`config.mk`:
```
export PLATFORM = sky130hd
export DESIGN_NAME = bbox_msg_reader
export DESIGN_NICKNAME = d
export VERILOG_FILES = /design/src/rtl/bbox_msg_pkg.sv /design/src/rtl/bbox_mm_access.sv /design/src/rtl/bbox_msg_reader.sv
export SDC_FILE = /design/constraint.sdc
export NUM_CORES = 1
export LEC_CHECK = 0
export ABC_AREA = 1
export BUFFER_PORTS_ARGS = -buffer_cell sky130_fd_sc_hd__buf_2
export CORE_MARGIN = 10
export CORE_UTILIZATION = 30
export CTS_BUF_LIST = sky130_fd_sc_hd__clkbuf_8
export DETAILED_ROUTE_END_ITERATION = 8
export PLACE_DENSITY = 0.47
export SLEW_MARGIN = 20
export SYNTH_ARGS = -nofsm -noshare
export SYNTH_HDL_FRONTEND = slang
export SYNTH_SLANG_ARGS = --single-unit
```
`constraint.sdc`:
```
create_clock -name clk -period 3.4 [get_ports clk]
set_input_delay 0.17 -clock clk [delete_from_list [all_inputs] [get_ports clk]]
set_output_delay 0.17 -clock clk [all_outputs]
set_load 0.05 [all_outputs]
```
`src/rtl/bbox_msg_pkg.sv`:
```
// Shared definitions for the bounding-box message reader.
// Holds the image-processor register map, the message ID word, the flush
// control bit, the coordinate field positions and the FSM state types.
package bbox_msg_pkg;

    // Register map of the image processor's Avalon slave
    localparam logic [2:0] ADDR_STATUS   = 3'd0;
    localparam logic [2:0] ADDR_READ_MSG = 3'd1;
    localparam logic [2:0] ADDR_READ_ID  = 3'd2;
    localparam logic [2:0] ADDR_BBCOL    = 3'd3;

    localparam logic [31:0] RBB_MSG_ID = 32'h0052_4242;

    // Writing this bit of STATUS empties the slave's message FIFO
    localparam int unsigned FLUSH_BIT  = 4;
    localparam logic [31:0] FLUSH_WORD = 32'h1 << FLUSH_BIT;

    // STATUS[15:8] is the number of words buffered in the message FIFO
    localparam int unsigned USEDW_LSB = 8;
    localparam int unsigned USEDW_W   = 8;
    localparam int unsigned MSG_WORDS = 3;

    // Coordinate word layout: x in [26:16], y in [10:0]; other bits ignored
    localparam int unsigned COORD_W = 11;
    localparam int unsigned X_LSB   = 16;
    localparam int unsigned Y_LSB   = 0;

    typedef enum logic [3:0] {
        StCheckId,
        StPoll,
        StGap,
        StFlush,
        StRdId,
        StRdTl,
        StRdBr,
        StPresent,
        StHalt
    } state_e;

    // Phases of a single bus access
    typedef enum logic [1:0] {
        AccIdle,
        AccStrobe,
        AccWait
    } acc_e;

endpackage

```
`src/rtl/bbox_mm_access.sv`:
```
// Single-access Avalon-MM sequencer.
// A start pulse (accepted only while idle) launches one read or write whose
// chipselect and read/write strobe are high for exactly one cycle. Reads
// capture m_readdata READ_LATENCY cycles after the strobe cycle. done pulses
// for one cycle once the access completes; the strobe is never re-asserted
// before done, so every access is followed by at least one idle bus cycle.
// Ports:
//   clk, reset_n            clock, asynchronous active-low reset
//   start, addr, wr, wdata  access request (sampled when start is high)
//   done, rdata             completion pulse and captured read data
//   m_*                     Avalon-MM master signals
module bbox_mm_access
    import bbox_msg_pkg::*;
#(
    parameter int unsigned READ_LATENCY = 1
) (
    input  logic        clk,
    input  logic        reset_n,
    input  logic        start,
    input  logic [2:0]  addr,
    input  logic        wr,
    input  logic [31:0] wdata,
    output logic        done,
    output logic [31:0] rdata,
    output logic        m_chipselect,
    output logic        m_read,
    output logic        m_write,
    output logic [2:0]  m_address,
    output logic [31:0] m_writedata,
    input  logic [31:0] m_readdata
);

    acc_e        acc_q, acc_d;
    logic [2:0]  addr_q, addr_d;
    logic        wr_q, wr_d;
    logic [31:0] wdata_q, wdata_d;
    logic [7:0]  lat_q, lat_d;
    logic [31:0] rdata_q, rdata_d;
    logic        done_q, done_d;

    always_comb begin
        acc_d   = acc_q;
        addr_d  = addr_q;
        wr_d    = wr_q;
        wdata_d = wdata_q;
        lat_d   = lat_q;
        rdata_d = rdata_q;
        done_d  = 1'b0;
        case (acc_q)
            AccIdle: begin
                if (start) begin
                    addr_d  = addr;
                    wr_d    = wr;
                    wdata_d = wr ? wdata : '0;
                    acc_d   = AccStrobe;
                end
            end
            AccStrobe: begin
                if (wr_q) begin
                    done_d = 1'b1;
                    acc_d  = AccIdle;
                end else begin
                    lat_d = 8'(READ_LATENCY - 1);
                    acc_d = AccWait;
                end
            end
            AccWait: begin
                if (lat_q == 8'd0) begin
                    rdata_d = m_readdata;
                    done_d  = 1'b1;
                    acc_d   = AccIdle;
                end else begin
                    lat_d = lat_q - 8'd1;
                end
            end
            default: acc_d = AccIdle;
        endcase
    end

    always_ff @(posedge clk or negedge reset_n) begin
        if (!reset_n) begin
            acc_q   <= AccIdle;
            addr_q  <= '0;
            wr_q    <= 1'b0;
            wdata_q <= '0;
            lat_q   <= '0;
            rdata_q <= '0;
            done_q  <= 1'b0;
        end else begin
            acc_q   <= acc_d;
            addr_q  <= addr_d;
            wr_q    <= wr_d;
            wdata_q <= wdata_d;
            lat_q   <= lat_d;
            rdata_q <= rdata_d;
            done_q  <= done_d;
        end
    end

    // Strobes decode straight from the flop so reset drops them at once
    assign m_chipselect = (acc_q == AccStrobe);
    assign m_read       = m_chipselect & ~wr_q;
    assign m_write      = m_chipselect & wr_q;
    assign m_address    = addr_q;
    assign m_writedata  = wdata_q;
    assign done         = done_q;
    assign rdata        = rdata_q;

endmodule

```
`src/rtl/bbox_msg_reader.sv`:
```
// Bounding-box message reader.
// Avalon-MM master that checks the image processor's ID, polls its message
// FIFO status, drains complete 3-word RBB messages, realigns one word at a
// time on a bad ID word and presents each decoded box on a valid/ready
// stream (single-entry buffer). A flush request is held until the next poll
// so a message is never split.
// Optional feature macro: BBOX_CENTRE_EN adds box_cx/box_cy outputs.
// Ports:
//   clk, reset_n                 clock, asynchronous active-low reset
//   m_*                          Avalon-MM master to the 3-bit register slave
//   flush_req                    pulse requesting a message-FIFO flush
//   box_valid, box_ready         output stream handshake
//   box_x/y_min/max, box_empty   decoded box and empty flag
//   resync_count                 saturating count of discarded words
//   id_error                     sticky slave ID mismatch (reader halted)
//   box_cx, box_cy               box centre (BBOX_CENTRE_EN only)
module bbox_msg_reader
    import bbox_msg_pkg::*;
#(
    parameter int unsigned POLL_GAP        = 16,
    parameter int unsigned READ_LATENCY    = 1,
    parameter int unsigned IMAGE_W         = 640,
    parameter logic [31:0] EXPECT_SLAVE_ID = 32'h1234EEE2
) (
    input  logic        clk,
    input  logic        reset_n,
    output logic        m_chipselect,
    output logic        m_read,
    output logic        m_write,
    output logic [2:0]  m_address,
    output logic [31:0] m_writedata,
    input  logic [31:0] m_readdata,
    input  logic        flush_req,
    output logic        box_valid,
    input  logic        box_ready,
    output logic [10:0] box_x_min,
    output logic [10:0] box_y_min,
    output logic [10:0] box_x_max,
    output logic [10:0] box_y_max,
    output logic        box_empty,
    output logic [7:0]  resync_count,
    output logic        id_error
`ifdef BBOX_CENTRE_EN
    ,
    output logic [10:0] box_cx,
    output logic [10:0] box_cy
`endif
);

    // Empty frames are reported as x_min = IMAGE_W-1 > x_max = 0, which the
    // generic x_min > x_max test already covers; IMAGE_W only documents it.
    localparam logic [COORD_W-1:0] EMPTY_X_MIN = COORD_W'(IMAGE_W - 1);

    state_e        state_q, state_d;
    logic          issued_q, issued_d;
    logic [15:0]   gap_q, gap_d;
    logic          flush_pending_q, flush_pending_d;
    logic [7:0]    resync_q, resync_d;
    logic          id_error_q, id_error_d;
    logic          valid_q, valid_d;
    logic [10:0]   tl_x_q, tl_x_d, tl_y_q, tl_y_d;
    logic [10:0]   x_min_q, y_min_q, x_max_q, y_max_q;
    logic          empty_q;
    logic          box_load;

    logic          acc_start, acc_wr, acc_done;
    logic [2:0]    acc_addr;
    logic [31:0]   acc_wdata, acc_rdata;
    logic [USEDW_W-1:0] usedw;
    logic [10:0]   br_x, br_y;

    assign usedw = acc_rdata[USEDW_LSB +: USEDW_W];
    assign br_x  = acc_rdata[X_LSB +: COORD_W];
    assign br_y  = acc_rdata[Y_LSB +: COORD_W];

    bbox_mm_access #(
        .READ_LATENCY (READ_LATENCY)
    ) u_access (
        .clk          (clk),
        .reset_n      (reset_n),
        .start        (acc_start),
        .addr         (acc_addr),
        .wr           (acc_wr),
        .wdata        (acc_wdata),
        .done         (acc_done),
        .rdata        (acc_rdata),
        .m_chipselect (m_chipselect),
        .m_read       (m_read),
        .m_write      (m_write),
        .m_address    (m_address),
        .m_writedata  (m_writedata),
        .m_readdata   (m_readdata)
    );

    always_comb begin
        state_d         = state_q;
        issued_d        = issued_q;
        gap_d           = gap_q;
        flush_pending_d = flush_pending_q | flush_req;
        resync_d        = resync_q;
        id_error_d      = id_error_q;
        valid_d         = valid_q;
        tl_x_d          = tl_x_q;
        tl_y_d          = tl_y_q;
        box_load        = 1'b0;
        acc_start       = 1'b0;
        acc_addr        = ADDR_STATUS;
        acc_wr          = 1'b0;
        acc_wdata       = '0;

        case (state_q)
            StCheckId: begin
                acc_addr = ADDR_READ_ID;
                if (!issued_q) begin
                    acc_start = 1'b1;
                end else if (acc_done) begin
                    if (acc_rdata == EXPECT_SLAVE_ID) begin
                        state_d = StPoll;
                    end else begin
                        id_error_d = 1'b1;
                        state_d    = StHalt;
                    end
                end
            end
            StPoll: begin
                acc_addr = ADDR_STATUS;
                if (!issued_q) begin
                    if (flush_pending_q) state_d = StFlush;
                    else                 acc_start = 1'b1;
                end else if (acc_done) begin
                    if (usedw >= USEDW_W'(MSG_WORDS)) begin
                        state_d = StRdId;
                    end else begin
                        gap_d   = 16'(POLL_GAP > 0 ? POLL_GAP - 1 : 0);
                        state_d = StGap;
                    end
                end
            end
            StGap: begin
                if (gap_q == 16'd0) state_d = StPoll;
                else                gap_d   = gap_q - 16'd1;
            end
            StFlush: begin
                acc_addr  = ADDR_STATUS;
                acc_wr    = 1'b1;
                acc_wdata = FLUSH_WORD;
                if (!issued_q) begin
                    acc_start = 1'b1;
                    // Clear on issue so a request arriving from now on is kept
                    flush_pending_d = flush_req;
                end else if (acc_done) begin
                    state_d = StPoll;
                end
            end
            StRdId: begin
                acc_addr = ADDR_READ_MSG;
                if (!issued_q) begin
                    acc_start = 1'b1;
                end else if (acc_done) begin
                    if (acc_rdata == RBB_MSG_ID) begin
                        state_d = StRdTl;
                    end else begin
                        if (resync_q != 8'hFF) resync_d = resync_q + 8'd1;
                        state_d = StPoll;
                    end
                end
            end
            StRdTl: begin
                acc_addr = ADDR_READ_MSG;
                if (!issued_q) begin
                    acc_start = 1'b1;
                end else if (acc_done) begin
                    tl_x_d  = br_x;
                    tl_y_d  = br_y;
                    state_d = StRdBr;
                end
            end
            StRdBr: begin
                acc_addr = ADDR_READ_MSG;
                if (!issued_q) begin
                    acc_start = 1'b1;
                end else if (acc_done) begin
                    box_load = 1'b1;
                    valid_d  = 1'b1;
                    state_d  = StPresent;
                end
            end
            StPresent: begin
                if (valid_q && box_ready) begin
                    valid_d = 1'b0;
                    state_d = StPoll;
                end
            end
            StHalt: begin
                state_d = StHalt;
            end
            default: state_d = StCheckId;
        endcase

        if (acc_start)     issued_d = 1'b1;
        else if (acc_done) issued_d = 1'b0;
    end

    always_ff @(posedge clk or negedge reset_n) begin
        if (!reset_n) begin
            state_q         <= StCheckId;
            issued_q        <= 1'b0;
            gap_q           <= '0;
            flush_pending_q <= 1'b0;
            resync_q        <= '0;
            id_error_q      <= 1'b0;
            valid_q         <= 1'b0;
            tl_x_q          <= '0;
            tl_y_q          <= '0;
        end else begin
            state_q         <= state_d;
            issued_q        <= issued_d;
            gap_q           <= gap_d;
            flush_pending_q <= flush_pending_d;
            resync_q        <= resync_d;
            id_error_q      <= id_error_d;
            valid_q         <= valid_d;
            tl_x_q          <= tl_x_d;
            tl_y_q          <= tl_y_d;
        end
    end

    // Box outputs only change on load, so they hold while box_valid is high
    always_ff @(posedge clk or negedge reset_n) begin
        if (!reset_n) begin
            x_min_q <= '0;
            y_min_q <= '0;
            x_max_q <= '0;
            y_max_q <= '0;
            empty_q <= 1'b0;
        end else if (box_load) begin
            x_min_q <= tl_x_q;
            y_min_q <= tl_y_q;
            x_max_q <= br_x;
            y_max_q <= br_y;
            empty_q <= (tl_x_q > br_x);
        end
    end

`ifdef BBOX_CENTRE_EN
    logic [11:0] sum_x, sum_y;
    logic [10:0] cx_q, cy_q;

    assign sum_x = {1'b0, tl_x_q} + {1'b0, br_x};
    assign sum_y = {1'b0, tl_y_q} + {1'b0, br_y};

    always_ff @(posedge clk or negedge reset_n) begin
        if (!reset_n) begin
            cx_q <= '0;
            cy_q <= '0;
        end else if (box_load) begin
            cx_q <= (tl_x_q > br_x) ? 11'd0 : sum_x[11:1];
            cy_q <= (tl_x_q > br_x) ? 11'd0 : sum_y[11:1];
        end
    end

    assign box_cx = cx_q;
    assign box_cy = cy_q;
`endif

    assign box_valid    = valid_q;
    assign box_x_min    = x_min_q;
    assign box_y_min    = y_min_q;
    assign box_x_max    = x_max_q;
    assign box_y_max    = y_max_q;
    assign box_empty    = empty_q;
    assign resync_count = resync_q;
    assign id_error     = id_error_q;

    logic unused_empty_sentinel;
    assign unused_empty_sentinel = ^EMPTY_X_MIN;

endmodule

```
### Yosys cells after proc, flatten, opt, wreduce, memory -nomap -nowiden

Index checks and enable logic that the tools add are counted.

| word-level totals | value |
|---|---|
| register bits | 178 |
| input port bits | 36 |
| output and inout port bits | 93 |
| logic and storage cells | 141 |

| cells by class | value |
|---|---|
| add/sub/neg operators | 3 |
| $lt $le $gt $ge | 2 |
| equality and inequality tests | 35 |
| muxes and demuxes | 53 |
| bitwise gates (word level) | 6 |
| reductions and logical operators | 21 |

Operators with widths:

| operator | count |
|---|---|
| two-way mux 16 bit | 4 |
| two-way mux 4 bit | 16 |
| case mux 4 bit (9 select lines) | 1 |
| == test 32 x 23 -> 1 bit (second input constant) | 1 |
| == test 32 x 29 -> 1 bit (second input constant) | 1 |
| case mux 16 bit (2 select lines) | 1 |
| != test 2 bit (second input constant) | 13 |
| == test 4 x 3 -> 1 bit (second input constant) | 4 |
| logical NOT 16 bit | 1 |
| two-way mux 1 bit | 16 |
| two-way mux 8 bit | 2 |
| case mux 8 bit (2 select lines) | 1 |
| subtractor 16 x 1 -> 16 bit (second input constant) | 1 |
| != test 2 x 1 -> 1 bit (second input constant) | 7 |
| AND reduction 14 bit | 1 |
| greater-than comparator 11 bit | 1 |
| two-way mux 5 bit | 2 |
| AND reduction 5 bit | 2 |
| adder 8 x 1 -> 8 bit (second input constant) | 1 |
| == test 4 x 2 -> 1 bit (second input constant) | 2 |
| greater-or-equal comparator 8 x 2 -> 1 bit (second input constant) | 1 |
| logical NOT 8 bit | 1 |
| != test 8 bit (second input constant) | 1 |
| AND reduction 4 bit | 2 |
| other kinds (23) | 37 |

### Depth between registers and ports, before layout

| depth | value |
|---|---|
| depth after elaboration | 5 |
| gate-level depth with buffers | 11 |
| gate-level depth less buffers | 10 |

### Cells and area by module

A second synthesis with hierarchy kept.

| second synthesis, totals | value |
|---|---|
| cells, all modules | 1066 |
| area, all modules | 8438.1 µm² |

Modules (own cells, without submodules):

| module | times used | cells each | area an instance (µm²) | sequential area each (µm²) |
|---|---|---|---|---|
| bbox_msg_reader | 1 | 672 | 5084.9 | 2477.4 |
| bbox_mm_access | 1 | 394 | 3353.2 | 1976.9 |

### Worst setup path after synthesis

No wires, ideal clock.

| timing path | value |
|---|---|
| kind | reg-to-reg |
| start | reg u_access.acc_q[1] |
| end | reg u_access.acc_q[1] |
| setup time | 68 ps |
| data arrival time | 1927 ps |
| required time | 3332 ps |
| setup slack | 1404 ps |
| cell stages (with the launch flop) | 7 |
| path buffers | 0 |
| period minus slack after synthesis | 1996 ps |
| cells stage by stage | dfrtp_1 inv_1 ha_1 inv_1 nor2_1 nand3_1 nand2_1 |

| on the way | value |
|---|---|
| elaborated cells on any way between the ends | 7 |
| classes of those cells | 4 x eq/ne; 1 x mux; 2 x reduce/logical |

RTL lines:

| what | RTL line | source |
|---|---|---|
| start, declared | bbox_mm_access.sv:33 | `acc_e acc_q, acc_d;` |
| start signal, assigned | bbox_mm_access.sv:82 | `acc_q <= AccIdle;` |
| == test 2 x 1 -> 1 bit | - |  |
| net m_chipselect | bbox_msg_reader.sv:27 | `output logic m_chipselect,` |
| case mux 2 bit (3 select lines) | bbox_mm_access.sv:49 | `case (acc_q)` |

The timed path passes the listed nets, and every way through them passes these cells.
A chain may end at the register's enable or synchronous reset.

### Worst setup path after layout

| timing path | value |
|---|---|
| start | reg u_access.acc_q[0] |
| end | reg u_access.rdata_q[11], in the netlist u_access.rdata[11] |

| on the way | value |
|---|---|
| longest elaborated chain between the ends | 2 |

Ends and longest elaborated chain:

| what | RTL line | source |
|---|---|---|
| == test 2 bit | bbox_mm_access.sv:49 |  |
| AND reduction 2 bit (no source line) | - |  |
| end signal, assigned | bbox_mm_access.sv:95 | `rdata_q <= rdata_d;` |
| end, declared | bbox_mm_access.sv:38 | `logic [31:0] rdata_q, rdata_d;` |

Every way passes these cells.

==> metrics.json <==
{
  "timing.slew.headroom_pct": 41.6,
  "setup_ws_final_ps": 1210,
  "h-tree-depth": 4,
  "path_class": "register to register",
  "grt_pass1_wl_um": 30800,
  "yosysWarnings": 0,
  "fp.dieH_um": 175,
  "register_clock_pin_slew_on_the_reported_worst_setup_and_hold_paths_ps": 90,
  "floorplan.die.width_um": 175,
  "grt_overflow_total": 0,
  "fp-row-count": 56,
  "cts.sinks": 145,
  "globalRouteMet3Util_pct": 3.10,
  "detail_route.drc_violations": 0,
  "global_route.usage.total_pct": 12.4,
  "synth-seq-cells": 145,
  "critPathMaxFanout": 33,
  "nature_of_the_critical_path_startpoint": "register",
  "route.vias.total": 5678,
  "global_route.usage.met1_pct": 16.3,
  "buffer_depth_of_the_longest_clock_path": 2,
  "ys.flop_type": "dfrtp_1",
  "clock_insertion_delay_worst_skew_ps": 460,
  "gp_routability_congestion": 0.811,
  "placement.setup.worst_slack_ps": 1160,
  "power.density_cell_area_nw_per_um2": 393,
  "timing.critical_path.to_type": "register",
  "number_of_enable_type_register_cells_in_the_synthesized_netlist": 0,
  "areaGrowthSynthToFinish_pct": 19.5,
  "cts_made_buffers": 17,
  "postSynthCellCount": 878,
  "total_nets_final": 1060,
  "synth_commonest_cells": "nand2_1 (269), dfrtp_1 (145), nor2_1 (100)",
  "design.core.area_um2": 23500,
  "finalSetupTns_ps": 0,
  "yosys.area_share.xor_xnor_pct": 1.46,
  "first_global_vias": 5881,
  "yosys.area.top_type": "dfrtp_1",
  "ioPinCount": 129,
  "ys_async_sr_fraction_pct": 100,
  "post-synth-top-area-fraction_pct": 50.4,
  "run_status": "complete, no violations",
  "synthMostInstantiatedCell": "nand2_1",
  "critical_path.slowest_cell": "nand2_2",
  "synth_area_um2": 7200,
  "synth_area_in_simple_gates_pct": 25.5,
  "leak_pwr_nw": 4.52,
  "detail_route.first_pass.iterations": 5,
  "rsz_0062_raised_after_global_routing": "no",
  "drive_above_1_share_pct": 16.6,
  "critical_path_required_ps": 3740,
  "timing.final.max_slew_violations": 0,
  "cpPeakStageDelay_ps": 510,
  "antenna_cells": 0,
  "arrival_ps": 2540,
  "cap_viol_max_count": 0,
  "post_synth_main_area_contributors": "dfrtp_1 (50%), nand2_1 (14%), nor2_1 (5.2%)",
  "globalRouteMet2Util_pct": 19.9,
  "worst_pin_slew_ps": 876,
  "seq_area_frac_synth_pct": 50.4,
  "syn_area_per_cell_um2": 8.20,
  "r2r_setup_slack_ps": 1210,
  "synth_adder_area_share_pct": 3.30,
  "fmaxAchievable_mhz": 456,
  "setup_viol_count_final": 0,
  "timing.final.crit_share_pct": 64.5,
  "gr_busiest_metal": "met2",
  "post_detailed_route_wirelength_per_cell_um": 13.8,
  "portBuffers": 96,
  "clock_skew_ps": 12.2,
  "worst_hold_path_type": "primary input to async pin",
  "tritoncts": "yes",
  "hpwl_um": 13200,
  "post-cts-setup-buffer-count": 0,
  "power.ir.vdd_worst_mv": 0.219,
  "grt_max_degree": 80,
  "ant_nets": 0,
  "grt_antenna_before_repair": 0,
  "synth-compound-area-share_pct": 9.35,
  "muxShareOfSynthArea_pct": 0.938,
  "drt_iter0_drc": 417,
  "synth_cell_types": 35,
  "cp_cell_sequence": "inv_1, ha_1, nand2_2, buf_4, mux2_2",
  "fp.dieArea_um2": 30600,
  "post_drt_via_cell_ratio": 4.25,
  "fillCellCount": 2515,
  "clock_tree.root_cell": "clkbuf_8",
  "dominant_combinational_cell_family_by_area_after_synthesis": "simple AND/OR/NAND/NOR gates",
  "post-route-min-period_ps": 2190,
  "wirelength_um": 18400,
  "start_util_pct": 30.6,
  "total_count_of_hold_check_failures_in_the_final_report": 0
}
-- sequential cells by signal (all words and copies together), names as in the netlist, 4 cells and up --
name            flops
tl_y_q             11
box_x_max          11
box_y_max          11
u_access.lat_q      8
u_access.rdata     32
box_x_min          11
box_y_min          11
state_q             4
resync_count        8
tl_x_q             11
gap_q              16
-- placed cells by master, fill, tap and decap left out, types with 19 or more instances in the layout --
cell type	n
dlygate4sd3_1	35
a21oi_1	35
conb_1	32
nor2_1	100
inv_1	68
buf_2	95
ha_1	19
dfrtp_1	145
nand2_1	268
o21ai_0	68
nand3_1	42
clkbuf_8	19
-- critical path, delay by kind of cell (launching register included) --
family                   cells  cell delay [ps]
buffers and inverters        2              470
adder cells (fa/ha/maj)      1              320
flip-flops                   1              380
multiplexers                 1              370
AND/OR/NAND/NOR              1              510
-- area by class of cell --
type / count / area (µm²) / share of cell area, %
inverters: 70 / 263 / 3.05
well taps: 319 / 399 / 4.64
clock inverters: 12 / 133 / 1.54
repair buffers: 135 / 880 / 10.2
multi-input cells: 636 / 3040 / 35.4
flip-flops and latches: 145 / 3630 / 42.2
clock buffers: 19 / 262 / 3.04
-- per-stage QoR --
stage          instance area [µm²]  cells  hold slack [ps]  total power (W)  utilization (%)
5_1_grt                       8610   1336              327          0.00353             36.6
2_1_floorplan                 7320    909             -126          0.00193                -
4_1_cts                       8610   1336              288          0.00344             36.6
3_3_place_gp                  7860   1270              236          0.00199             33.4
3_5_place_dp                  7860   1270              234          0.00199             33.4
6_report                      8610   1336              266          0.00338             36.6
-- logic make-up after synthesis --
logic type	after synthesis
simple gates	445
flops	145
buf+inv	128
compound gates	122
fa+ha+maj	19
xor+xnor	12
mux	6
other cells	1
-- routing by layer --
metal | up-vias | part of all wire (%)
li1 | 2988 | -
met1 | 2588 | 50
met2 | 91 | 46
met3 | 11 | 3.6
met4 | 0 | 0.91
met5 | - | 0
-- final timing paths --
check                      cells past startpoint                 end               from
max                                            5  u_access.rdata[11]  u_access.acc_q[0]
max reg2reg                                    5  u_access.rdata[11]  u_access.acc_q[0]
min                                            2        box_x_min[6]            reset_n
min in group clk                               3           box_valid          box_ready
min reg2reg                                    2        box_y_min[7]          tl_y_q[7]
max in group asynchronous                      3           gap_q[12]            reset_n
-- power by group --
group          internal (W)  leakage (nW)  switching, W
Combinational     0.0000619          2.41      0.000168
Clock              0.000689         0.188      0.000707
Sequential          0.00174          1.93     0.0000130
-- what timing repair did --
action / CTS / global route
gates resized for setup: 0 / 0
hold buffers: 35 / 0
hold endpoints to repair: 100 / 0
Power figures use the tool's default switching activity.
